`src/rtl/mem_arb_pkg.sv`:
```
// Shared types for the instruction/data memory arbiter.
// Latency: n/a (types and constants only).
// Backpressure: n/a.
package mem_arb_pkg;

  typedef enum logic [1:0] {
    ST_IDLE  = 2'd0,
    ST_ISSUE = 2'd1,
    ST_RESP  = 2'd2
  } state_t;

  typedef enum logic {
    OWN_I = 1'b0,
    OWN_D = 1'b1
  } owner_t;

  // Memory is word-wide; the low byte-offset bits never reach m_addr.
  localparam int ALIGN_BITS = 2;

endpackage

```
`src/rtl/mem_arbiter_arb_pick.sv`:
```
// Winner select between fetch and data requesters at an arbitration point.
// Latency: purely combinational.
// Backpressure: none; result only meaningful when at least one request is set.
module arb_pick
  import mem_arb_pkg::*;
`ifdef MEM_ARB_STARVE_GUARD_EN
#(
  parameter int MAX_WAIT = 4
)
(
  input  logic       i_req,
  input  logic       d_req,
  input  logic [2:0] wait_cnt,
  output owner_t     winner
);
`else
(
  input  logic   i_req,
  input  logic   d_req,
  output owner_t winner
);
`endif

  // Data has priority; the guard build hands one contest to fetch once it has lost MAX_WAIT times.
  always_comb begin
`ifdef MEM_ARB_STARVE_GUARD_EN
    if (i_req && (!d_req || (wait_cnt == 3'(MAX_WAIT)))) begin
      winner = OWN_I;
    end else begin
      winner = OWN_D;
    end
`else
    if (i_req && !d_req) begin
      winner = OWN_I;
    end else begin
      winner = OWN_D;
    end
`endif
  end

endmodule

```
`src/rtl/mem_arbiter.sv`:
```
// Arbitrates fetch and load/store requesters onto one single-port memory.
// Latency: request seen in IDLE -> gnt next cycle -> rvalid the cycle after; one access per 2 cycles peak.
// Backpressure: requesters hold req until gnt; a req dropped before capture is withdrawn silently.
// Optional build macro MEM_ARB_STARVE_GUARD_EN: fetch is forced through after MAX_WAIT losses to data.
module mem_arbiter
  import mem_arb_pkg::*;
#(
  parameter int MAX_WAIT = 4,
  parameter int ADDR_W   = 32
)
(
  input  logic              clk,
  input  logic              reset,
  input  logic              i_req,
  input  logic [ADDR_W-1:0] i_addr,
  output logic              i_gnt,
  output logic              i_rvalid,
  output logic [31:0]       i_rdata,
  input  logic              d_req,
  input  logic [ADDR_W-1:0] d_addr,
  input  logic [3:0]        d_we,
  input  logic [31:0]       d_wdata,
  output logic              d_gnt,
  output logic              d_rvalid,
  output logic [31:0]       d_rdata,
  output logic              m_en,
  output logic [3:0]        m_we,
  output logic [ADDR_W-1:0] m_addr,
  output logic [31:0]       m_wdata,
  input  logic [31:0]       m_rdata
);

  state_t                         state;
  state_t                         state_nxt;
  owner_t                         owner;
  owner_t                         winner;
  logic [ADDR_W-1:ALIGN_BITS]     cmd_addr;
  logic [3:0]                     cmd_we;
  logic [31:0]                    cmd_wdata;
  logic                           any_req;
  logic                           capture;

  // Byte offsets within a word are meaningless to a word-wide memory.
  logic unused_addr_bits;
  assign unused_addr_bits = ^{i_addr[ALIGN_BITS-1:0], d_addr[ALIGN_BITS-1:0]};

  assign any_req = i_req | d_req;
  // IDLE and RESP are the only points where requests are sampled.
  assign capture = any_req && ((state == ST_IDLE) || (state == ST_RESP));

`ifdef MEM_ARB_STARVE_GUARD_EN
  logic [2:0] wait_cnt;

  arb_pick #(.MAX_WAIT(MAX_WAIT)) u_pick (
    .i_req    (i_req),
    .d_req    (d_req),
    .wait_cnt (wait_cnt),
    .winner   (winner)
  );

  // Count fetch losses to data (saturating); any fetch win clears the count.
  always_ff @(posedge clk or posedge reset) begin
    if (reset) begin
      wait_cnt <= 3'd0;
    end else if (capture) begin
      if (winner == OWN_I) begin
        wait_cnt <= 3'd0;
      end else if (i_req && (wait_cnt != 3'd7)) begin
        wait_cnt <= wait_cnt + 3'd1;
      end
    end
  end
`else
  arb_pick u_pick (
    .i_req  (i_req),
    .d_req  (d_req),
    .winner (winner)
  );
`endif

  // State register.
  always_ff @(posedge clk or posedge reset) begin
    if (reset) begin
      state <= ST_IDLE;
    end else begin
      state <= state_nxt;
    end
  end

  // Next state: a pending request in RESP chains straight into the next ISSUE.
  always_comb begin
    state_nxt = state;
    case (state)
      ST_IDLE:  state_nxt = any_req ? ST_ISSUE : ST_IDLE;
      ST_ISSUE: state_nxt = ST_RESP;
      ST_RESP:  state_nxt = any_req ? ST_ISSUE : ST_IDLE;
      default:  state_nxt = ST_IDLE;
    endcase
  end

  // Latch the winning command; later changes on the request inputs are ignored.
  always_ff @(posedge clk or posedge reset) begin
    if (reset) begin
      owner     <= OWN_I;
      cmd_addr  <= '0;
      cmd_we    <= 4'd0;
      cmd_wdata <= 32'd0;
    end else if (capture) begin
      owner <= winner;
      if (winner == OWN_D) begin
        cmd_addr  <= d_addr[ADDR_W-1:ALIGN_BITS];
        cmd_we    <= d_we;
        cmd_wdata <= d_wdata;
      end else begin
        cmd_addr  <= i_addr[ADDR_W-1:ALIGN_BITS];
        cmd_we    <= 4'd0;
        cmd_wdata <= 32'd0;
      end
    end
  end

  // Outputs: memory command in ISSUE, owner response in RESP, everything else held at 0.
  always_comb begin
    i_gnt    = 1'b0;
    i_rvalid = 1'b0;
    i_rdata  = 32'd0;
    d_gnt    = 1'b0;
    d_rvalid = 1'b0;
    d_rdata  = 32'd0;
    m_en     = 1'b0;
    m_we     = 4'd0;
    m_addr   = '0;
    m_wdata  = 32'd0;
    case (state)
      ST_ISSUE: begin
        m_en    = 1'b1;
        m_we    = cmd_we;
        m_addr  = {cmd_addr, {ALIGN_BITS{1'b0}}};
        m_wdata = cmd_wdata;
        if (owner == OWN_D) begin
          d_gnt = 1'b1;
        end else begin
          i_gnt = 1'b1;
        end
      end
      ST_RESP: begin
        if (owner == OWN_D) begin
          d_rvalid = 1'b1;
          // Stores complete with a pulse but carry no data.
          d_rdata  = (cmd_we == 4'd0) ? m_rdata : 32'd0;
        end else begin
          i_rvalid = 1'b1;
          i_rdata  = m_rdata;
        end
      end
      default: ;
    endcase
  end

endmodule

```
`config.mk`:
```
export PLATFORM = sky130hd
export DESIGN_NAME = mem_arbiter
export DESIGN_NICKNAME = d
export VERILOG_FILES = /design/src/rtl/mem_arb_pkg.sv /design/src/rtl/mem_arbiter_arb_pick.sv /design/src/rtl/mem_arbiter.sv
export SDC_FILE = /design/constraint.sdc
export NUM_CORES = 1
export LEC_CHECK = 0
export CELL_PAD_IN_SITES_DETAIL_PLACEMENT = 0
export CELL_PAD_IN_SITES_GLOBAL_PLACEMENT = 2
export CORE_ASPECT_RATIO = 1.1
export CORE_MARGIN = 1
export CORE_UTILIZATION = 19
export CTS_CLUSTER_DIAMETER = 120
export DETAILED_ROUTE_END_ITERATION = 12
export PLACE_DENSITY_LB_ADDON = 0.15
export SLEW_MARGIN = 10
export SYNTH_ARGS = -nofsm -noshare
export SYNTH_HDL_FRONTEND = slang
export SYNTH_SLANG_ARGS = --single-unit
```
`constraint.sdc`:
```
create_clock -name clk -period 2.6 [get_ports clk]
set_input_delay 0.52 -clock clk [delete_from_list [all_inputs] [get_ports clk]]
set_output_delay 0.52 -clock clk [all_outputs]
set_load 0.02 [all_outputs]
```
== After elaboration in Yosys (flattened, before gate mapping) ==
Cells that the tools add are included.
W data, S select, Z words.

* Muxes and demuxes: 21
* Bitwise logic cells: 1
* Reductions and logical operators: 7
* Eq/ne operators: 2

{| class="wikitable"
|+ Operator list
! operator !! count
|-
| $mux W32 || 8
|-
| $mux W30 || 1
|-
| $mux W1 || 9
|-
| $mux W4 || 2
|-
| $logic_not A4 Y1 || 1
|-
| $pmux W2 S2 || 1
|-
| $eq A2 B1 Y1 const B || 1
|-
| $eq A2 B2 Y1 const B || 1
|-
| $logic_and A1 B1 Y1 || 2
|-
| $logic_not A2 Y1 || 1
|-
| $reduce_or A2 Y1 || 1
|-
| $logic_not A1 Y1 || 1
|-
| $logic_or A1 B1 Y1 || 1
|-
| $or A1 B1 Y1 || 1
|}

* Flip-flop bits (word level): 69

== Depth between registers and ports, before layout ==
* Word-level depth: 4
* Mapped depth: 5
* Depth with buffers taken out: 2

== Hierarchy ==
From an unflattened synthesis, not the netlist that was laid out.

* Cells, all modules: 445
* Area total of the unflattened synthesis: 4,362.9 um^2

{| class="wikitable"
|+ By module, submodules not included
! module !! instances !! cells each !! area each (um^2)
|-
| mem_arbiter || 1 || 444 || 4,356.7
|-
| arb_pick || 1 || 1 || 6.3
|}

== Worst setup path before layout ==
OpenSTA, ideal clock, no wires.

* Path kind: register to output
* Start: register cmd_we[0]
* End: output port d_rdata[30]
* Arrival time: 1,487 ps
* Setup slack: 593 ps
* Required time: 2,080 ps
* Stages on the path, launching flop included: 4
* Path through: dfrtp_1 -> or4_4 -> buf_6 -> nor3_1

* Longest elaborated chain between the ends: 4

{| class="wikitable"
|+ RTL lines
! what !! line !! text
|-
| start: declaration || mem_arbiter.sv:38 || <nowiki>logic [3:0] cmd_we;</nowiki>
|-
| start signal: assignment || mem_arbiter.sv:112 || <nowiki>cmd_we <= d_we;</nowiki>
|-
| $logic_not A4 Y1 || mem_arbiter.sv:150 || <nowiki>d_rdata = (cmd_we == 4'd0) ? m_rdata : 32'd0;</nowiki>
|-
| $mux W32 || mem_arbiter.sv:150 ||
|-
| $mux W32 || mem_arbiter.sv:147 || <nowiki>if (owner == OWN_D) begin</nowiki>
|-
| $mux W32 || mem_arbiter.sv:134 || <nowiki>case (state)</nowiki>
|-
| end: declaration || mem_arbiter.sv:25 || <nowiki>output logic [31:0] d_rdata,</nowiki>
|}

Every way passes these cells.

== Final worst setup path ==
* Start: register owner
* End: output port i_rdata[24]

* Longest elaborated chain between the ends: 2

{| class="wikitable"
|+ RTL lines
! what !! line !! text
|-
| start: declaration || mem_arbiter.sv:35 || <nowiki>owner_t owner;</nowiki>
|-
| start signal: assignment || mem_arbiter.sv:109 || <nowiki>owner <= winner;</nowiki>
|-
| $mux W32 || mem_arbiter.sv:147 ||
|-
| $mux W32 || mem_arbiter.sv:134 ||
|-
| end: declaration || mem_arbiter.sv:18 || <nowiki>output logic [31:0] i_rdata,</nowiki>
|}

Every way passes these cells.

==> results.yml <==
cts:
  cts_hold_buffers: 0
  clk_pin_slew_ps: 50
  cts.path.max_buffers: 2
  insertion_delay_ps: 330
  tritoncts: "built"
  cts_sinks: 69
  clockRootBuffer: "clkbuf_16"
  cts_setup_buffers: 0
  cts_buffers: 9
  htree_levels: 3
die:
  core_um2: 20700
  die_area_um2: 21800
  fp.dieH_um: 155
  start_util_pct: 19.5
  core.rowCount: 55
  io_pins: 273
  die_w_um: 141
sta:
  period_minus_slack_ps: 2510
  fmax_ghz: 0.399
  fin_crit_sh_pct: 96.3
  slew_violations: 0
  worst_pin_slew_ps: 519
  maxSlewHeadroom_pct: 65.4
  skew_ps: 6.03
  setup_violations: 0
  setup_tns_ps: 0
  finalHoldViolations: 0
  whs_ps: 493
  grt_setup_unrepaired: "false"
final_layout:
  n_fill_cell: 2137
  nets: 831
  layout-drive-gt1-share_pct: 9.31
  diodes: 0
  fin_area_um2: 7330
  syn_to_final_growth_pct: 81.9
  stdcell_count: 983
synthesis:
  yosysMostFrequentCell: "and2_1"
  post-synth-top-area-cell: "dfrtp_1"
  synth_area_um2: 4030
  netlist.area_leader.share_pct: 42.8
  synth_edf_count: 0
  ys_seq_area_share_pct: 42.8
  syn_inst: 442
  netlist-cell-type-count: 21
  ys.flop_type: "dfrtp_1"
  ys_warn_count: 0
  avgSynthCellArea_um2: 9.12
  synth_area_leaders: "dfrtp_1 43%, and2_1 15%, inv_1 8.8%, a22o_1 7.8%, a222oi_1 7.4%"
  yosys-top-cells-count: "99 x and2_1, 95 x inv_1, 69 x dfrtp_1, 36 x a22o_1"
  ys_ff_latch: 69
  async_flop_share_pct: 100
pwr:
  ir_drop_mv: 0.237
  power.leakage_nw: 3.55
  power_density_nw_per_um2: 533
  power_w: 0.00391
grt:
  antenna_found_initial: 0
  grt_max_degree: 38
  grt.overflow.total: 0
  grt_pass1_vias: 4138
  grt.total_usage_pct: 13.6
  grt_pass1_wl_mm: 22.8
routing:
  viasPerCell: 4.09
  drc_errors: 0
  dr.pass1.iters: 5
  drt-initial-drc-count: 182
  drtAntennaViolNets: 0
  wirelength_mm: 14.9
  vias: 4024
  wl_per_cell_um: 15.1
placed_design:
  place_inst: 969
  placed_area_um2: 7080
  post-dp-hpwl_mm: 11.0
  gp_congestion: 0.763
  io_buffer_count: 266
critical_path:
  r2r_slack_ps: 870
  endpoint_kind: "output port"
  path_class: "flip-flop to output port"
  crit_start: "owner$_DFFE_PP0P_"
  r2r-start: "state[0]$_DFF_PP0_"
  critical_path_arrival_ps: 1990
  worstSetupStartpointType: "flip-flop"
  cp_max_fo: 33
  cp.required_ps: 2080
hold_path:
  hold_start: "cmd_wdata[16]$_DFFE_PP0P_"
  hp-class: "flip-flop to flip-flop"
status:
  outcome: "finished, final reports clean"
job:
  maxCapViolations: 0
layout by cell type (no fill, tap or decap):
master	instances
and2b_2	1
nor3_1	2
clkbuf_8	2
dlymetal6s2s_1	10
nor2b_4	1
conb_1	2
nand3b_1	1
dlygate4sd2_1	32
or4_4	1
nor3_2	30
inv_1	94
nor3b_2	1
dlygate4sd1_1	1
nor2_1	30
a21o_1	1
buf_4	7
clkdlybuf4s50_1	223
dfrtp_1	69
nand2b_1	1
nor2b_1	1
nor2b_2	1
and2_1	99
a22o_1	36
clkbuf_1	1
clkbuf_16	9
o21bai_4	1
buf_12	8
clkinv_2	3
a222oi_1	30
logic make-up (layout without fill, tap and decap cells):
group | after synthesis | after routing | synth area share (%)
AOI/OAI and AO/OA | 68 | 68 | 15.6
other | 1 | 2 | 0.0930
DFF | 69 | 69 | 42.8
and+or+nand+nor | 169 | 169 | 27.4
buffers and inverters | 135 | 390 | 14.0
per-layer routing:
metal,wire length [um],global-route usage (%)
met5,0,0
met4,146,4.24
met3,1190,3.75
met2,7590,24.8
met1,5950,15.2
final cells by class:
class	instances	area, um2	share of cell area [%]
Multi-Input combinational cell	239	1770	24.1
Tap cell	285	357	4.86
Inverter	95	358	4.88
Sequential cell	69	1730	23.5
Timing Repair Buffer	281	2860	39.0
Clock buffer	12	256	3.50
Clock inverter	2	10.0	0.136
where the power goes:
part | internal [W] | switching, W | total [W] | leakage, nW
sequential | 0.00125 | 0.0000897 | 0.00134 | 0.824
clock | 0.000684 | 0.000444 | 0.00113 | 0.134
combinational | 0.000732 | 0.000705 | 0.00144 | 2.59
total | 0.00267 | 0.00124 | 0.00391 | 3.55
critical path: stages (launching register included):
cell and delay (ps):
dfrtp_1 440, nor3b_2 270, buf_12 200, and2_1 130
clkdlybuf4s50_1 600
final timing paths:
| check | cells after the start | to |
|---|---|---|
| min in group asynchronous | 2 | cmd_we[1]$_DFFE_PP0P_ |
| hold / removal | 1 | cmd_wdata[16]$_DFFE_PP0P_ |
| setup reg to reg | 4 | cmd_addr[21]$_DFFE_PP0P_ |
| hold reg to reg | 1 | cmd_wdata[16]$_DFFE_PP0P_ |
| setup / recovery | 4 | i_rdata[24] |
| max in group asynchronous | 3 | cmd_addr[19]$_DFFE_PP0P_ |
sequential cells by signal (all words and copies together) (netlist names):
signal,count
cmd_we,4
cmd_wdata,32
owner,1
state,2
cmd_addr,30
stage by stage:
| step | setup WS [ps] | utilization, % |
|---|---|---|
| 2_1_floorplan | 340 | - |
| 6_report | 95.0 | 35.4 |
| 3_5_place_dp | 127 | 34.2 |
| 3_3_place_gp | 150 | 34.2 |
| 4_1_cts | 16.5 | 35.3 |
| 5_1_grt | 0.226 | 35.4 |
what timing repair did:
item                                    in CTS  in global routing
endpoints found under the setup margin      33                 11
pin swaps                                    0                  0
resized for setup                           33                 12
(Power assumes the default switching activity.)
